## src/rtl/wb_pkg.sv

```systemverilog
`default_nettype none
// ============================================================================
// Module   : wb_pkg
// Purpose  : Shared widths and the write-back entry type for the arbiter.
// Revision : 1.0  initial release
// ============================================================================
package wb_pkg;

  localparam int REG_W  = 32;
  localparam int ADDR_W = 5;
  localparam int NREGS  = 32;

  typedef struct packed {
    logic [ADDR_W-1:0] rd;
    logic [REG_W-1:0]  data;
  } wb_entry_t;

endpackage
`default_nettype wire

```

## src/rtl/wb_fifo.sv

```systemverilog
`default_nettype none
// ============================================================================
// Module   : wb_fifo
// Purpose  : Circular buffer of load results with a separate occupancy count.
// Revision : 1.0  initial release
// ============================================================================
module wb_fifo
  import wb_pkg::*;
#(
  parameter int DEPTH = 4,
  localparam int CNT_W = $clog2(DEPTH + 1)
) (
  input  logic             clk,
  input  logic             rst,
  input  logic             push,
  input  wb_entry_t        din,
  input  logic             pop,
  output wb_entry_t        dout,
  output logic             full,
  output logic             empty,
  output logic [CNT_W-1:0] count
);

  localparam int PTR_W = $clog2(DEPTH);

  wb_entry_t        mem [DEPTH];
  logic [PTR_W-1:0] wr_ptr_q, rd_ptr_q;
  logic [CNT_W-1:0] count_q, count_d;
  logic             push_ok, pop_ok;

  assign full    = (count_q == CNT_W'(DEPTH));
  assign empty   = (count_q == '0);
  assign count   = count_q;
  assign dout    = mem[rd_ptr_q];
  assign push_ok = push && !full;
  assign pop_ok  = pop && !empty;

  always_comb begin
    count_d = count_q;
    case ({push_ok, pop_ok})
      2'b10:   count_d = count_q + CNT_W'(1);
      2'b01:   count_d = count_q - CNT_W'(1);
      default: count_d = count_q;
    endcase
  end

  // DEPTH is a power of two, so pointers wrap by natural overflow.
  always_ff @(posedge clk or posedge rst) begin
    if (rst) begin
      wr_ptr_q <= '0;
      rd_ptr_q <= '0;
      count_q  <= '0;
    end else begin
      if (push_ok) wr_ptr_q <= wr_ptr_q + PTR_W'(1);
      if (pop_ok)  rd_ptr_q <= rd_ptr_q + PTR_W'(1);
      count_q <= count_d;
    end
  end

  always_ff @(posedge clk) begin
    if (push_ok) mem[wr_ptr_q] <= din;
  end

endmodule
`default_nettype wire

```

## src/rtl/wb_arbiter.sv

```systemverilog
`default_nettype none
// ============================================================================
// Module   : wb_arbiter
// Purpose  : Single-port write-back arbiter (ALU vs buffered LSU) with
//            starvation drain and busy scoreboard. Define WB_BYPASS_EN for
//            write-port bypass outputs.
// Revision : 1.0  initial release
// ============================================================================
module wb_arbiter
  import wb_pkg::*;
#(
  parameter int FIFO_DEPTH   = 4,
  parameter int STARVE_LIMIT = 8
) (
  input  logic              clk,
  input  logic              rst,
  input  logic              alu_valid,
  output logic              alu_ready,
  input  logic [ADDR_W-1:0] alu_rd,
  input  logic [REG_W-1:0]  alu_data,
  input  logic              lsu_valid,
  output logic              lsu_ready,
  input  logic [ADDR_W-1:0] lsu_rd,
  input  logic [REG_W-1:0]  lsu_data,
  input  logic              issue_valid,
  input  logic [ADDR_W-1:0] issue_rd,
`ifdef WB_BYPASS_EN
  input  logic [ADDR_W-1:0] byp_ra1,
  input  logic [ADDR_W-1:0] byp_ra2,
  output logic              byp_hit1,
  output logic              byp_hit2,
  output logic [REG_W-1:0]  byp_data1,
  output logic [REG_W-1:0]  byp_data2,
`endif
  output logic [NREGS-1:0]  busy,
  output logic              we2,
  output logic [ADDR_W-1:0] wa3,
  output logic [REG_W-1:0]  wd3
);

  localparam int CNT_W  = $clog2(STARVE_LIMIT + 1);
  localparam int FCNT_W = $clog2(FIFO_DEPTH + 1);

  wb_entry_t         head, lsu_entry, sel;
  logic              fifo_full, fifo_empty, fifo_push, fifo_pop;
  logic [FCNT_W-1:0] fifo_count;
  logic              force_drain, alu_win, sel_valid;

  logic [CNT_W-1:0]  starve_q, starve_d;
  logic              we2_q, we2_d;
  logic [ADDR_W-1:0] wa3_q;
  logic [REG_W-1:0]  wd3_q;
  logic [NREGS-1:0]  busy_q, busy_d, set_vec, clr_vec;

  assign lsu_entry = '{rd: lsu_rd, data: lsu_data};
  assign lsu_ready = !fifo_full;
  assign fifo_push = lsu_valid && !fifo_full;

  wb_fifo #(.DEPTH(FIFO_DEPTH)) u_fifo (
    .clk   (clk),
    .rst   (rst),
    .push  (fifo_push),
    .din   (lsu_entry),
    .pop   (fifo_pop),
    .dout  (head),
    .full  (fifo_full),
    .empty (fifo_empty),
    .count (fifo_count)
  );

  always_comb begin
    force_drain = !fifo_empty && (starve_q == CNT_W'(STARVE_LIMIT));
    alu_ready   = !force_drain;
    alu_win     = alu_valid && !force_drain;
    fifo_pop    = !fifo_empty && !alu_win;
    sel_valid   = alu_win || fifo_pop;
    sel         = alu_win ? '{rd: alu_rd, data: alu_data} : head;
    we2_d       = sel_valid && (sel.rd != '0);

    if (fifo_count == '0 || fifo_pop) starve_d = '0;
    else                              starve_d = starve_q + CNT_W'(1);

    // Set wins over clear so a re-issue in the retiring cycle stays pending.
    set_vec = '0;
    clr_vec = '0;
    if (issue_valid) set_vec = NREGS'(1) << issue_rd;
    if (we2_d)       clr_vec = NREGS'(1) << sel.rd;
    busy_d    = (busy_q & ~clr_vec) | set_vec;
    busy_d[0] = 1'b0;
  end

  always_ff @(posedge clk or posedge rst) begin
    if (rst) begin
      starve_q <= '0;
      we2_q    <= 1'b0;
      wa3_q    <= '0;
      wd3_q    <= '0;
      busy_q   <= '0;
    end else begin
      starve_q <= starve_d;
      we2_q    <= we2_d;
      busy_q   <= busy_d;
      if (we2_d) begin
        wa3_q <= sel.rd;
        wd3_q <= sel.data;
      end
    end
  end

  assign we2  = we2_q;
  assign wa3  = wa3_q;
  assign wd3  = wd3_q;
  assign busy = busy_q;

`ifdef WB_BYPASS_EN
  assign byp_hit1  = we2_q && (wa3_q == byp_ra1) && (byp_ra1 != '0);
  assign byp_hit2  = we2_q && (wa3_q == byp_ra2) && (byp_ra2 != '0);
  assign byp_data1 = wd3_q;
  assign byp_data2 = wd3_q;
`endif

endmodule
`default_nettype wire

```

## config.mk

```make
export PLATFORM = sky130hd
export DESIGN_NAME = wb_arbiter
export DESIGN_NICKNAME = d
export VERILOG_FILES = /design/src/rtl/wb_pkg.sv /design/src/rtl/wb_fifo.sv /design/src/rtl/wb_arbiter.sv
export SDC_FILE = /design/constraint.sdc
export NUM_CORES = 1
export LEC_CHECK = 0
export CAP_MARGIN = 20
export CORE_MARGIN = 2
export CORE_UTILIZATION = 44
export CTS_BUF_LIST = sky130_fd_sc_hd__clkbuf_16
export DETAILED_ROUTE_END_ITERATION = 12
export DONT_BUFFER_PORTS = 1
export GPL_ROUTABILITY_DRIVEN = 0
export SYNTH_ARGS = -nofsm -noshare
export SYNTH_HDL_FRONTEND = slang
export SYNTH_HIERARCHICAL = 1
export SYNTH_SLANG_ARGS = --single-unit
```

## constraint.sdc

```tcl
create_clock -name clk -period 3 [get_ports clk]
set_clock_uncertainty 0.1 [all_clocks]
set_input_delay 0.6 -clock clk [delete_from_list [all_inputs] [get_ports clk]]
set_output_delay 0.6 -clock clk [all_outputs]
set_load 0.1 [all_outputs]
```

==> results of run 1 <==
==> critical path: stages, from the launching register on <==
cell and delay, ns:
dfrtp_1 0.44, nor3_1 0.30, nand4bb_4 0.20, buf_4 0.23
buf_4 0.33
==> synth_stat cells, types with 5 or more instances <==
library cell and count:
and2_1 6, inv_1 16, clkbuf_1 13, mux2_2 68
nand3b_1 7, dfrtp_1 80, mux2i_1 6, a21oi_1 6
ha_1 7, nor2_1 21, nand3_1 28, mux4_2 37
nand2b_1 5, buf_2 8, nor3b_1 8, mux2_1 6
nand2_1 15, a32o_1 17, edfxtp_1 148, buf_6 6
nor3_1 7, a211o_1 8, and3_1 10
==> what timing repair did <==
item | CTS | global route
hold buffers | 1 | 0
endpoints found under the hold margin | 21 | 0
buffers inserted | 0 | 0
==> worst paths after layout <==
| check | slack [ns] | start | to |
|---|---|---|---|
| max reg2reg | 0.33 | u_fifo/rd_ptr_q[0] | wd3[13] |
| max in group asynchronous | 1.72 | rst | wa3[0] |
| min in group asynchronous | 0.44 | rst | wd3[18] |
| max | 0.30 | u_fifo/count[0] | alu_ready |
| min reg2reg | 0.40 | starve_q[0] | starve_q[0] |
| min | 0.08 | lsu_data[4] | u_fifo/mem[0][4] |
==> final cells by class <==
class	instances	share of cell area (%)
clock buffer	25	5.74
timing repair buffer	20	2.09
clock inverter	18	0.780
antenna	1	0.0229
multi-input combinational	311	28.5
tap	280	3.21
sequential	228	59.1
inverter	16	0.562
==> cell families after synthesis <==
kind of cell | Yosys count
mux | 117
compound gates | 53
buf+inv | 49
xor+xnor | 8
fa+ha+maj | 8
other cells | 1
simple gates | 124
flops | 228
==> flip-flops by register name, summed over array words and instances (netlist names) <==
register,cells
wa3,5
busy,31
u_fifo/count,3
u_fifo/mem,148
u_fifo/wr_ptr_q,2
wd3,32
starve_q,4
we2,1
u_fifo/rd_ptr_q,2
==> metrics by stage <==
step                      hold WS (ns)  setup WS, ns  cells
after floorplan                  0.303         0.205    588
after global placement           0.345         0.372    854
after detailed placement         0.357         0.324    854
after CTS                       0.0596         0.288    898
after global routing            0.0607         0.191    898
final                           0.0822         0.300    899
==> per-layer routing <==
layer,wire length (um),share of wire (%)
met1,8000,40
met2,9880,49
met3,2100,10
met4,248,1.2
met5,0,0
==> flow_summary.yaml, run 1 <==
outcome:
  status: "complete, no violations"
clock_network:
  cts_tree: "yes"
  root_buffer: "clkbuf_16"
  clockBufferDepth: 3
  clk_pin_slew_worst_paths_ns: 0.06
  htreeDepth: 1
  cts_sinks: 228
  clk_latency_ns: 0.51
  cts_resized: 0
  cts_buffers: 24
logic_synthesis:
  synth_compound_area_share_pct: 4.85
  syn_inst: 588
  yosys.area_share.adder_pct: 1.10
  synth_top_family_by_area: "multiplexers"
  synthSimpleGateAreaFrac_pct: 7.28
  yosys.area.top_type: "edfxtp_1"
  async_flop_share_pct: 35.1
  synth_area_um2: 9790
  yosys_warnings: 6
  synth_fp_nets: 680
  yosysUniqueCellTypes: 54
  ys.flop_type: "edfxtp_1"
  synth.area.top_cells: "edfxtp_1 45%, dfrtp_1 20%, mux4_2 8.5%, mux2_2 7.8%, a32o_1 1.7%"
  synth.area.mux_share_pct: 17.6
  ys_ff_latch: 228
  synth_xor_area_share_pct: 0.715
  synth_edf_count: 148
  seq_area_frac_synth_pct: 65.8
  avgSynthCellArea_um2: 16.7
  synth_top_area_share_pct: 45.4
floorplan:
  initial_utilization_pct: 44.9
  die_h_um: 153
  die_area_um2: 23500
  core-area_um2: 21800
  die-width_um: 153
  rows: 54
  ios: 156
timing:
  period_share_pct: 90.0
  slew_headroom_pct: 33.4
  setup_tns_ns: 0
  slew_viol_final: 0
  fin_crit_ns: 2.70
  rsz0062_at_grt: "no"
  timing.fmax_ghz: 0.370
  hold_viol: 0
  tightestPinTransition_ns: 0.999
  setup_viol: 0
setup_path:
  reg2regPathDepth: 6
  required_ns: 2.30
  cp.arrival_ns: 2.00
  startpoint_type: "flop"
  critPathMaxFanout: 12
  end_kind: "output port"
  crit_type: "reg -> out"
route:
  drt_wl_total_mm: 20.2
  vias: 5173
  drc: 0
  vias_per_cell: 5.75
  avgRoutedWirePerCell_um: 22.5
  antenna_left: 0
  first_pass_iters: 5
  drtIter0Drc: 275
global_routing:
  grt_use_met3_pct: 6.61
  top_usage_layer: "met2"
  grt_pass1_wl_mm: 32.0
  grt_usage_pct: 17.4
  met2_usage_pct: 29.3
  grt_max_degree: 60
  grt_overflow_total: 0
  antenna_found_initial: 0
  grt_pass1_vias: 5540
  met1_usage_pct: 21.6
worst_hold_path:
  hold_path.class: "in -> reg"
  holdPathStages: 0
layout:
  fin_util_pct: 50.0
  area_growth_pct: 11.3
  final_common_cell: "edfxtp_1"
  final_nets: 693
  seq_area_um2: 6450
  multi_input_area_um2: 3100
  drive_gt1_share_pct: 28.3
  final_area_um2: 10900
  layout_common_cells: "148 x edfxtp_1, 78 x dfrtp_1, 68 x mux2_2"
  nFillCells: 1816
placed_design:
  io_buffers: 0
  dpl_cell_area_um2: 10200
  dpl.hpwl_mm: 13.8
flow_run:
  cap_viol_max_count: 0
Power of run 1 is not shown: default switching activity piles up to over one toggle a cycle in this logic, so the estimate is an artifact.
==> inputs of run 2 (changes only) <==
- RECOVER_POWER: default -> 50
==> flow_summary.yaml, run 2 (synthesis gave the netlist of run 1 again) <==
route:
  drc: 0
  drtIter0Drc: 268
  first_pass_iters: 4
  drt_wl_total_mm: 20.2
  vias_per_cell: 5.74
  antenna_left: 0
  vias: 5157
  avgRoutedWirePerCell_um: 22.5
clock_network:
  ctsHoldBuffers: 1
  htreeDepth: 1
  root_buffer: "clkbuf_16"
  cts_resized: 0
  clk_pin_slew_worst_paths_ns: 0.06
  cts_setup_buffers: 0
  cts_sinks: 228
  cts_tree: "yes"
  cts_buffers: 24
  clockBufferDepth: 3
  clk_latency_ns: 0.51
global_routing:
  grt_overflow_total: 0
  grt_max_degree: 60
  grt_usage_pct: 17.4
  grt_pass1_wl_mm: 32.0
  grt_pass1_vias: 5540
  antenna_found_initial: 0
setup_path:
  cp_slowest_cell: "mux4_2"
  r2r-start: "u_fifo/rd_ptr_q[0]"
  crit_type: "reg -> reg"
  cp.arrival_ns: 2.95
  regToRegSetupSlack_ns: 0.33
  startpoint_type: "flop"
  end_kind: "flop"
  required_ns: 3.29
  path_cells: "mux4_2 -> or3_4 -> a211oi_4 -> a311oi_4 -> buf_12 -> mux2_1"
  crit_family: "multiplexers"
  cp.buffers_inverters: 1
  max_stage_delay_ns: 0.62
  r2r-end: "wd3[23]"
  reg2regPathDepth: 6
  critPathMaxFanout: 36
layout:
  largest_reg_flops: 148
  area_growth_pct: 11.0
  final_common_cell: "edfxtp_1"
  final_nets: 693
  layout_common_cells: "148 x edfxtp_1, 78 x dfrtp_1, 68 x mux2_2"
  drive_gt1_share_pct: 28.0
  regMostFlops: "u_fifo/mem"
timing:
  timing.fmax_ghz: 0.375
  period_share_pct: 88.9
  tightestPinTransition_ns: 1.01
  fin_crit_ns: 2.67
  setup_tns_ns: 0
  hold_viol: 0
  slew_headroom_pct: 32.9
  setup_viol: 0
  slew_viol_final: 0
  rsz0062_at_grt: "no"
flow_run:
  cap_viol_max_count: 0
floorplan:
  ios: 156
  rows: 54
  initial_utilization_pct: 44.9
  die_area_um2: 23500
  die-width_um: 153
  core-area_um2: 21800
  die_h_um: 153
outcome:
  status: "complete, no violations"
worst_hold_path:
  hold_path.class: "in -> reg"
  holdPathStages: 0
  hp-start: "lsu_data[4]"
  hold_end: "u_fifo/mem[0][4]"
placed_design:
  dpl.hpwl_mm: 13.8
  io_buffers: 0
==> run 2: through the flow <==
stage / setup slack, ns / instance area [um^2] / instances / hold WS (ns) / utilization [%]
after floorplan: 0.205 / 9800 / 588 / 0.303 / -
after global placement: 0.372 / 10200 / 854 / 0.345 / 46.7
after detailed placement: 0.324 / 10200 / 854 / 0.357 / 46.7
after CTS: 0.288 / 10900 / 898 / 0.0596 / 50.0
after global routing: 0.220 / 10900 / 898 / 0.0607 / 49.8
final: 0.333 / 10900 / 899 / 0.0831 / 49.8
==> run 2: worst reg2reg max path, cell delays in order, from the launching register on <==
cell and delay (ns):
dfrtp_2 0.47, mux4_2 0.62, or3_4 0.44, a211oi_4 0.27, a311oi_4 0.08, buf_12 0.22, mux2_1 0.35
==> run 2: how the worst max path moves through the flow <==
stage / start / end / slack (ns) / cells after the start
2_1_floorplan: u_fifo/count[0] / u_fifo/count[2] / 0.20 / 13
3_3_place_gp: u_fifo/rd_ptr_q[0] / wd3[30] / 0.37 / 6
3_5_place_dp: u_fifo/rd_ptr_q[0] / wd3[23] / 0.32 / 6
4_1_cts: u_fifo/count[0] / alu_ready / 0.29 / 4
5_1_grt: u_fifo/count[0] / alu_ready / 0.22 / 4
6_report: u_fifo/rd_ptr_q[0] / wd3[23] / 0.33 / 6
==> run 2: area by class of cell <==
class	count	area, um^2
antenna	1	2.50
clock inverter	18	85.1
sequential	228	6450
fill	1818	10900
clock buffer	25	626
multi-input combinational	311	3090
timing repair buffer	20	215
tap	280	350
inverter	16	61.3
==> run 2: routing by layer <==
metal	wire length, um	GRT usage, %	vias to the layer above
li1	-	-	2317
met1	7990	21.6	2627
met2	9900	29.3	189
met3	2090	6.61	24
met4	248	3.57	0
met5	0	0	-
Power of run 2 is left out for the same reason.
